[config.mk]
export PLATFORM = sky130hd
export DESIGN_NAME = jk_mod_counter
export DESIGN_NICKNAME = d
export VERILOG_FILES = /design/src/rtl/jk_pkg.sv /design/src/rtl/jk_cell.sv /design/src/rtl/jk_mod_counter.sv
export SDC_FILE = /design/constraint.sdc
export NUM_CORES = 1
export LEC_CHECK = 0
export CORE_MARGIN = 2
export CORE_UTILIZATION = 28
export CTS_CLUSTER_DIAMETER = 40
export DETAILED_ROUTE_END_ITERATION = 8
export PLACE_DENSITY = 0.64
export SLEW_MARGIN = 20
export SYNTH_ARGS = -nofsm -noshare
export SYNTH_HDL_FRONTEND = slang
export SYNTH_SLANG_ARGS = --single-unit
[constraint.sdc]
create_clock -name clk -period 5.21 [get_ports clk]
set_clock_uncertainty 0.15 [all_clocks]
set_input_delay 0.7815 -clock clk [delete_from_list [all_inputs] [get_ports clk]]
set_output_delay 0.7815 -clock clk [all_outputs]
set_load 0.01 [all_outputs]
[src/rtl/jk_pkg.sv]
// Shared J/K pair encoding and helpers for the JK-cell mod counter.
// The JKCNT_SATURATE_EN macro is consumed by jk_mod_counter, not here.
package jk_pkg;

  // {J,K} pair applied to one JK cell
  typedef logic [1:0] jk_pair_t;

  localparam jk_pair_t JK_HOLD = 2'b00;
  localparam jk_pair_t JK_RST  = 2'b01;
  localparam jk_pair_t JK_SET  = 2'b10;
  localparam jk_pair_t JK_TGL  = 2'b11;

  // How the next value is presented to the cells this cycle
  typedef enum logic [1:0] {
    DRV_HOLD = 2'b00,
    DRV_TGL  = 2'b01,
    DRV_SR   = 2'b10
  } drv_mode_e;

  // Toggle form: a bit gets J=K=1 only when it has to change
  function automatic jk_pair_t jk_from_next(input logic q_i, input logic next_i);
    return (q_i ^ next_i) ? JK_TGL : JK_HOLD;
  endfunction

  // Set/reset form: independent of the present bit value
  function automatic jk_pair_t jk_force(input logic next_i);
    return next_i ? JK_SET : JK_RST;
  endfunction

endpackage

[src/rtl/jk_cell.sv]
// One clocked JK storage bit, synchronous active-high clear.
module jk_cell
  import jk_pkg::*;
(
  input  logic clk,
  input  logic rst,
  input  logic j,
  input  logic k,
  output logic q
);

  always_ff @(posedge clk) begin
    if (rst) begin
      q <= 1'b0;
    end else begin
      unique case ({j, k})
        JK_HOLD: q <= q;
        JK_RST:  q <= 1'b0;
        JK_SET:  q <= 1'b1;
        default: q <= ~q;
      endcase
    end
  end

endmodule

[src/rtl/jk_mod_counter.sv]
// Up/down modulo-MOD counter: computes J/K pairs per bit and feeds an array of jk_cell.
// Define JKCNT_SATURATE_EN to saturate at the limits instead of wrapping.
module jk_mod_counter
  import jk_pkg::*;
#(
  parameter int W   = 4,
  parameter int MOD = 10
) (
  input  logic         clk,
  input  logic         rst,
  input  logic         en,
  input  logic         up,
  input  logic         load,
  input  logic [W-1:0] load_val,
  output logic [W-1:0] q,
  output logic         tc,
  output logic         wrap
);

  localparam logic [W-1:0] MAXV = W'(MOD - 1);

  logic [W-1:0]        nxt;
  drv_mode_e           mode;
  logic                wrap_evt;
  logic                at_top, at_bot, in_range, limit;
  jk_pair_t [W-1:0]    jk;

  assign at_top   = (q == MAXV);
  assign at_bot   = (q == '0);
  assign in_range = (q <= MAXV);
  assign limit    = up ? at_top : at_bot;

  assign tc = en & ((up & at_top) | (~up & at_bot));

  always_comb begin
    nxt      = q;
    mode     = DRV_HOLD;
    wrap_evt = 1'b0;
    if (load) begin
      nxt  = (load_val > MAXV) ? MAXV : load_val;
      mode = DRV_SR;
    end else if (en) begin
      if (!in_range) begin
        // corrupted state recovers to zero on the next count edge
        nxt  = '0;
        mode = DRV_SR;
      end else if (limit) begin
        wrap_evt = 1'b1;
`ifdef JKCNT_SATURATE_EN
        nxt  = q;
        mode = DRV_HOLD;
`else
        nxt  = up ? '0 : MAXV;
        mode = DRV_SR;
`endif
      end else begin
        nxt  = up ? q + W'(1) : q - W'(1);
        mode = DRV_TGL;
      end
    end
  end

  function automatic jk_pair_t jk_sel(input drv_mode_e m, input logic q_i, input logic n_i);
    unique case (m)
      DRV_TGL: return jk_from_next(q_i, n_i);
      DRV_SR:  return jk_force(n_i);
      default: return JK_HOLD;
    endcase
  endfunction

  for (genvar i = 0; i < W; i++) begin : g_bit
    assign jk[i] = jk_sel(mode, q[i], nxt[i]);

    jk_cell u_cell (
      .clk (clk),
      .rst (rst),
      .j   (jk[i][1]),
      .k   (jk[i][0]),
      .q   (q[i])
    );
  end

  always_ff @(posedge clk) begin
    if (rst) wrap <= 1'b0;
    else     wrap <= wrap_evt;
  end

endmodule

# Word level (Yosys, flattened, before mapping)
# Index checks and enable logic that the tools add are counted.
# word_totals
elab_cells	70
ff_bits	5
output_inout_bits	6
inputBits	9
# op_classes
mux	29
addsub	2
order_cmp	2
n_bitwise	15
eq_ne	11
reduce_logical	6
# ops
cell	n
4-bit two-way mux	7
2-bit two-way mux	12
2-bit one-hot mux with 2 select lines	4
1-bit one-hot mux with 3 select lines	4
2-bit by 1-bit == test with 1-bit output, second input constant	5
2-bit == test, second input constant	5
2-bit logical NOT	4
1-bit inverter	7
4-bit by 1-bit adder with 4-bit output, second input constant	1
4-bit == test, second input constant	1
4-bit > comparator, second input constant	1
4-bit less-or-equal comparator, second input constant	1
4-bit logical NOT	1
4-bit OR reduction	1
4-bit by 1-bit subtractor with 4-bit output, second input constant	1
1-bit bitwise XOR	4
1-bit AND	3
1-bit two-way mux	2
1-bit OR	1

# Longest topological paths before layout
# Gate-level depths: netlist of run 1.
# depth
word_depth	11
depth_mapped	6

# Hierarchy
# A second synthesis of run 1 with hierarchy kept.
# unflattened
hier_cells	96
area_unflattened_um2	699.4
# by_module_without_submodules
mod	n_inst	cells_per_inst	area_per_inst_um2
jk_mod_counter	1	60	394.1
jk_cell	4	9	76.3

# Worst setup path before layout of run 1
# OpenSTA, ideal clock, no wires.
# synth_path
path_kind	input to register
start	input up
end	register g_bit[3].u_cell.q
setup_slack_ns	3.027
cell_stages	6
t_required_ns	4.974
arrival_time_ns	1.946
cell_sequence	inv_1 -> ha_1 -> a21oi_2 -> a2111oi_4 -> o21ai_1 -> a221oi_2
# synth_via
elab_chain_len	10
# synth_rtl
element	line_no	rtl
start, declared	jk_mod_counter.sv:12	input logic up,
4-bit two-way mux (tied with other cells)	jk_mod_counter.sv:57	nxt = up ? q + W'(1) : q - W'(1);
4-bit two-way mux	jk_mod_counter.sv:47	end else if (limit) begin
4-bit two-way mux	jk_mod_counter.sv:43	if (!in_range) begin
4-bit two-way mux	jk_mod_counter.sv:42	end else if (en) begin
4-bit two-way mux	jk_mod_counter.sv:39	if (load) begin
1-bit bitwise XOR	jk_pkg.sv:22	return (q_i ^ next_i) ? JK_TGL : JK_HOLD;
2-bit two-way mux	jk_pkg.sv:22	
2-bit one-hot mux with 2 select lines *	jk_mod_counter.sv:64	unique case (m)
2-bit == test (tied with other cells)	jk_cell.sv:16	unique case ({j, k})
1-bit one-hot mux with 3 select lines	jk_cell.sv:16	
end signal, assigned	jk_cell.sv:17	JK_HOLD: q <= q;
end signal, assigned	jk_cell.sv:20	default: q <= ~q;
end, declared	jk_cell.sv:9	output logic q
# Every way passes the cells marked *; elsewhere a longest branch is shown, timed or not.
# A chain may end at the register's enable or synchronous reset.

# Worst setup path in the final report of run 1
# layout_path
start	input up
end	output tc
# layout_via
elab_chain_len	4
# layout_rtl
element	line_no	rtl
1-bit inverter	jk_mod_counter.sv:33	assign tc = en & ((up & at_top) | (~up & at_bot));
1-bit AND	jk_mod_counter.sv:33	
1-bit OR *	jk_mod_counter.sv:33	
1-bit AND *	jk_mod_counter.sv:33	
end, declared	jk_mod_counter.sv:16	output logic tc,
# Marks and branches as above.

==> reports/metrics.yaml, run 1 <==
p_per_area_nw_per_um2: 224
clock_sink_count: 5
num_vias: 465
nets: 81
die-area_um2: 1960
tns_ns: 0
routedWlPerCell_um: 11.7
path_max_fanout: 8
drt-initial-drc-count: 23
grt_pass1_wl_um: 1670
cts_buffers: 3
crit_type: "in2out"
syn-num-nets: 67
postCtsSetupBuffers: 0
cts_resized: 0
cap_violations: 0
arrival_ns: 2.42
cpPeakStageDelay_ns: 0.59
cts_htree_levels: 1
gp_congestion: 0.929
initial_core_util_pct: 30.1
r2r_cells: 5
fin_crit_ns: 3.35
core_um2: 1510
min_path_cells: 2
drive_gt1_share_pct: 10.3
vdd_drop_max_uv: 100
crit_buf_inv: 3
end_kind: "output port"
syn_inst: 55
synth_area_leaders: "dfxtp_1 22%, buf_4 6.6%, a2111oi_4 6.1%"
hold_viol: 0
hpwlAfterDp_um: 779
first_pass_iters: 4
ioPinCount: 15
clock_path_buffers: 2
status: "complete, no violations"
grt_max_degree: 10
setup_viol: 0
whs_ns: 0.404
max-slew-margin-rel_pct: 75.1
netlist.area_leader.share_pct: 22.1
crit_family: "buffers and inverters"
leakagePower_nw: 0.224
yosysTopAreaCell: "dfxtp_1"
tightest_slew_ns: 0.372
syn_area_um2: 453
grt.total_usage_pct: 11.8
cp.required_ns: 4.28
synth-warning-count: 0
crit_chain: "clkdlybuf4s50_1 > inv_1 > nand3_1 > a21oi_1 > clkdlybuf4s50_1"
cts_tree: "yes"
crit_slowest_cell: "clkdlybuf4s50_1"
cts.clk_slew.worst_paths_ns: 0.04
vias_per_cell: 5.54
grt_pass1_vias: 422
num_antenna_cells: 0
cp_num_cells: 5
drcViolationCount: 0
wl_um: 986
core.rowCount: 14
rsz0062_at_grt: "no"
crit_top_cell: "clkdlybuf4s50_1"
hold_path.class: "reg2reg"
synth_area_per_cell_um2: 8.24
die-height_um: 44.2
die_x_um: 44.2
slew_violations: 0
cts-root-buf: "clkbuf_4"
ys_seq_area_share_pct: 22.1
synth-seq-cells: 5
grt-ovfl-total: 0
fmax_ghz: 0.298
areaGrowthSynthToFinish_pct: 33.7
critPathLaunchType: "primary input"
synthDistinctLibCells: 29
cts-hold-fix-buffers: 0
io_buffers: 14
ant_nets: 0
clk_latency_ns: 0.24
antenna_found_initial: 0
period_share_pct: 64.4
==> where the power goes <==
group	switching (mW)	internal (mW)
combinational	0.0227	0.0238
clock	0.0144	0.0289
sequential	0.00480	0.0413
total	0.0420	0.0939
==> final timing paths <==
path | to | slack [ns] | from
worst max-delay path | tc | 1.86 | up
worst min-delay path | g_bit[3].u_cell.q$_SDFFE_PP0P_ | 0.40 | g_bit[3].u_cell.q$_SDFFE_PP0P_
worst max register to register | g_bit[3].u_cell.q$_SDFFE_PP0P_ | 3.35 | g_bit[2].u_cell.q$_SDFFE_PP0P_
worst min register to register | g_bit[3].u_cell.q$_SDFFE_PP0P_ | 0.40 | g_bit[3].u_cell.q$_SDFFE_PP0P_
==> per-layer routing <==
layer	GRT usage (%)	share of wire (%)	up-vias
li1	-	-	227
met1	14.4	43	202
met2	16.5	46	34
met3	4.49	9.8	2
met4	9.09	1.7	0
met5	0	0	-
==> layout make-up <==
class                           instances  area [um^2]
Sequential cell                         5          100
Timing Repair Buffer                   14          140
Clock buffer                            4         26.3
Tap cell                               16         20.0
Inverter                                7         26.3
Fill cell                             149          901
Multi-Input combinational cell         38          293
==> registers in the layout, summed over array words and instances (netlist names) <==
register        count
g_bit.u_cell.q      4
wrap                1
==> stage by stage <==
| stage | setup WS [ns] | total power, mW | std cells | area (um^2) | utilization (%) |
|---|---|---|---|---|---|
| final | 1.86 | 0.136 | 84 | 606 | 40.2 |
| after global routing | 1.74 | 0.143 | 84 | 606 | 40.2 |
| after CTS | 1.85 | 0.138 | 84 | 606 | 40.2 |
| after detailed placement | 1.85 | 0.0925 | 80 | 579 | 38.5 |
| after global placement | 1.88 | 0.0929 | 80 | 579 | 38.5 |
| after floorplan | 3.03 | 0.0763 | 55 | 453 | - |
==> Yosys cell counts <==
cell type  instances
nand4_1            1
nand4b_1           1
o21ai_0            1
a211o_1            1
a41o_1             1
xnor2_1            1
o211ai_1           1
inv_1              7
ha_1               2
dfxtp_1            5
a2111oi_4          1
o21a_1             1
a41oi_1            1
nand3_2            1
a21oi_2            1
nor2_1             2
o21ai_1            2
a21oi_1            3
nand3_1            4
buf_1              1
nor3_1             1
buf_4              4
nor3b_1            1
a31oi_1            1
a221oi_1           2
a21o_1             1
nand2_1            5
fa_1               1
a221oi_2           1
==> worst min-delay path: cells and delay by family, from the launching register on <==
family         cells  cell delay [ns]
AO/OA/AOI/OAI      2             0.18
flip-flops         1             0.32
==> kinds of logic (layout without fill, tap and decap cells) <==
group           Yosys count  count (layout)  share of synthesized area (%)
compound gates           18              18                           34.3
fa+ha+maj                 3               3                           9.94
flops                     5               5                           22.1
simple gates             16              16                           18.5
buf+inv                  12              25                           13.3
xor+xnor                  1               1                           1.93
==> layout by cell type (no fill, tap or decap), drive strengths merged, types with 2 or more instances in the layout <==
cell / Yosys / routed
a21oi: 4 / 4
a221oi: 3 / 3
dfxtp: 5 / 5
inv: 7 / 7
nor2: 2 / 2
ha: 2 / 2
nand3: 5 / 5
o21ai: 3 / 3
clkdlybuf4s50: 0 / 14
nand2: 5 / 5
clkbuf: 0 / 4
(Power assumes the default switching activity.)
==> run 2, diff against run 1 <==
==> constraint.sdc (replaced) <==
create_clock -name clk -period 3.3 [get_ports clk]
set_clock_uncertainty 0.15 [all_clocks]
set_input_delay 0.495 -clock clk [delete_from_list [all_inputs] [get_ports clk]]
set_output_delay 0.495 -clock clk [all_outputs]
set_load 0.01 [all_outputs]
==> run 2 against run 1 <==
Clock power rose by 73%. First-iteration DRC count is 26% lower. Via count shrank 1.7%. Utilization rose by 0.50 points. Clock-buffer cell count unchanged. Worst hold slack gained 0.041 ns. Global-route usage is 0.85 points higher. Total power increased by 64%. Non-clock buffer count up 1. Highest routed layer is now met3. Register-to-register slack lost 1.9 ns.
==> reports/metrics.yaml, run 2 (synthesis results as in run 1) <==
status: "complete, no violations"
die-height_um: 44.2  # unchanged
vdd_drop_max_uv: 186  # +85%
clk_latency_ns: 0.25  # about the same
end_kind: "output port"
cts_resized: 0  # unchanged
tns_ns: 0  # unchanged
crit_chain: "clkdlybuf4s50_1 > inv_1 > nand3_1 > a21oi_1 > clkdlybuf4s50_1"
final_cell_mix: "14 x clkdlybuf4s50_1, 7 x inv_1, 5 x nand2_1, 5 x dfxtp_1, 4 x nand3_1"
place_inst: 81  # +1.3%
cts-root-buf: "clkbuf_4"
die_x_um: 44.2  # unchanged
drcViolationCount: 0  # unchanged
core.rowCount: 14  # unchanged
crit_slowest_cell: "clkdlybuf4s50_1"
hpwlAfterDp_um: 867  # +11%
nets: 82  # +1.2%
postCtsSetupBuffers: 0  # unchanged
hold_path.class: "reg2reg"
nFillCells: 156  # +4.7%
ioPinCount: 15  # unchanged
grt.total_usage_pct: 12.6  # +0.85 points
final_common_cell: "clkdlybuf4s50_1"
slew_violations: 0  # unchanged
period_share_pct: 78.8
first_pass_iters: 4  # unchanged
cts_tree: "yes"
grt_pass1_wl_um: 1830  # +9.5%
cts.clk_slew.worst_paths_ns: 0.06  # +0.02 ns
preCtsSetupSlack_ns: 0.670  # -1.18 ns
cpPeakStageDelay_ns: 0.57  # -0.02 ns
io_buffers: 14  # unchanged
arrival_ns: 1.96  # -0.46 ns
crit_family: "buffers and inverters"
die-area_um2: 1960  # unchanged
initial_core_util_pct: 30.1  # unchanged
max-slew-margin-rel_pct: 76.6  # +1.5 points
seqCellArea_um2: 100  # unchanged
num_vias: 457  # -1.7%
ant_nets: 0  # unchanged
crit_type: "in2out"
crit_buf_inv: 3  # unchanged
antenna_found_initial: 0  # unchanged
tightest_slew_ns: 0.350  # -0.0223 ns
largest_register_ffs: 4  # unchanged
power.total_mw: 0.222  # +64%
wl_um: 1100  # +11%
cts-hold-fix-buffers: 0  # unchanged
multi_input_area_um2: 293  # unchanged
hold_viol: 0  # unchanged
clock_path_buffers: 2  # unchanged
cts_buffers: 3  # unchanged
fin_crit_ns: 2.60
crit_top_cell: "clkdlybuf4s50_1"
clock_sink_count: 5  # unchanged
critPathLaunchType: "primary input"
drt-initial-drc-count: 17  # -26%
grt_pass1_vias: 404  # -4.3%
p_per_area_nw_per_um2: 363  # +62%
cts_htree_levels: 1  # unchanged
grt_max_degree: 10  # unchanged
grt-ovfl-total: 0  # unchanged
fin_ws_ns: 0.699  # -1.16 ns
setup_viol: 0  # unchanged
routedWlPerCell_um: 12.9  # +9.8%
vias_per_cell: 5.38  # -2.9%
cp.required_ns: 2.65  # -1.63 ns
num_antenna_cells: 0  # unchanged
drive_gt1_share_pct: 11.6  # +1.3 points
fmax_ghz: 0.384
path_max_fanout: 4  # -4
core_um2: 1510  # unchanged
cap_violations: 0  # unchanged
gp_congestion: 0.928  # -0.15%
final_cells: 85  # +1.2%
regMostFlops: "g_bit.u_cell.q"
leakagePower_nw: 0.229  # +2.1%
areaGrowthSynthToFinish_pct: 35.4
reg_top3: "g_bit.u_cell.q x4, wrap x1"
rsz0062_at_grt: "no"
## run 2: cell count changes in the layout (fill, tap and decap cells not counted), sizes merged
cell | previous run | this run
buf | 0 | 1
## run 2: path summary, 6_finish.rpt
kind	slack, ns	to	cells after the start	startpoint
min	0.45	g_bit[3].u_cell.q$_SDFFE_PP0P_	2	g_bit[3].u_cell.q$_SDFFE_PP0P_
max reg2reg	1.46	g_bit[3].u_cell.q$_SDFFE_PP0P_	5	g_bit[2].u_cell.q$_SDFFE_PP0P_
max	0.70	tc	5	up
min reg2reg	0.45	g_bit[3].u_cell.q$_SDFFE_PP0P_	2	g_bit[3].u_cell.q$_SDFFE_PP0P_
## run 2: per-stage QoR
step	hold slack (ns)	instance area, um^2	utilization, %
6_report	0.445	613	40.7
5_1_grt	0.474	613	40.7
4_1_cts	0.443	613	40.7
3_5_place_dp	0.429	587	39.0
3_3_place_gp	0.426	587	39.0
2_1_floorplan	0.357	453	-
## run 2: where the power goes
part / switching, mW / internal, mW / leakage [nW]
logic: 0.0361 / 0.0385 / 0.173
clock network: 0.0287 / 0.0460 / 0.0150
registers: 0.00816 / 0.0649 / 0.0414
total: 0.0730 / 0.149 / 0.229
## run 2: final cells by class
| class | count | area share, % |
|---|---|---|
| Multi-Input combinational cell | 38 | 47.8 |
| Clock buffer | 4 | 4.29 |
| Sequential cell | 5 | 16.3 |
| Tap cell | 16 | 3.27 |
| Timing Repair Buffer | 15 | 24.1 |
| Inverter | 7 | 4.29 |
## run 2: routing by layer
layer | track usage, % | share of wire [%] | vias up
met5 | 0 | 0 | -
met4 | 3.64 | 0 | 0
met3 | 3.67 | 3.3 | 0
met2 | 18.2 | 49 | 13
met1 | 18.2 | 48 | 214
li1 | - | - | 230
## run 2: tightest hold or removal path, delay by kind of cell, from the launching register on
kind | cells | cell delay [ns]
DFF | 1 | 0.35
AOI/OAI and AO/OA | 2 | 0.19
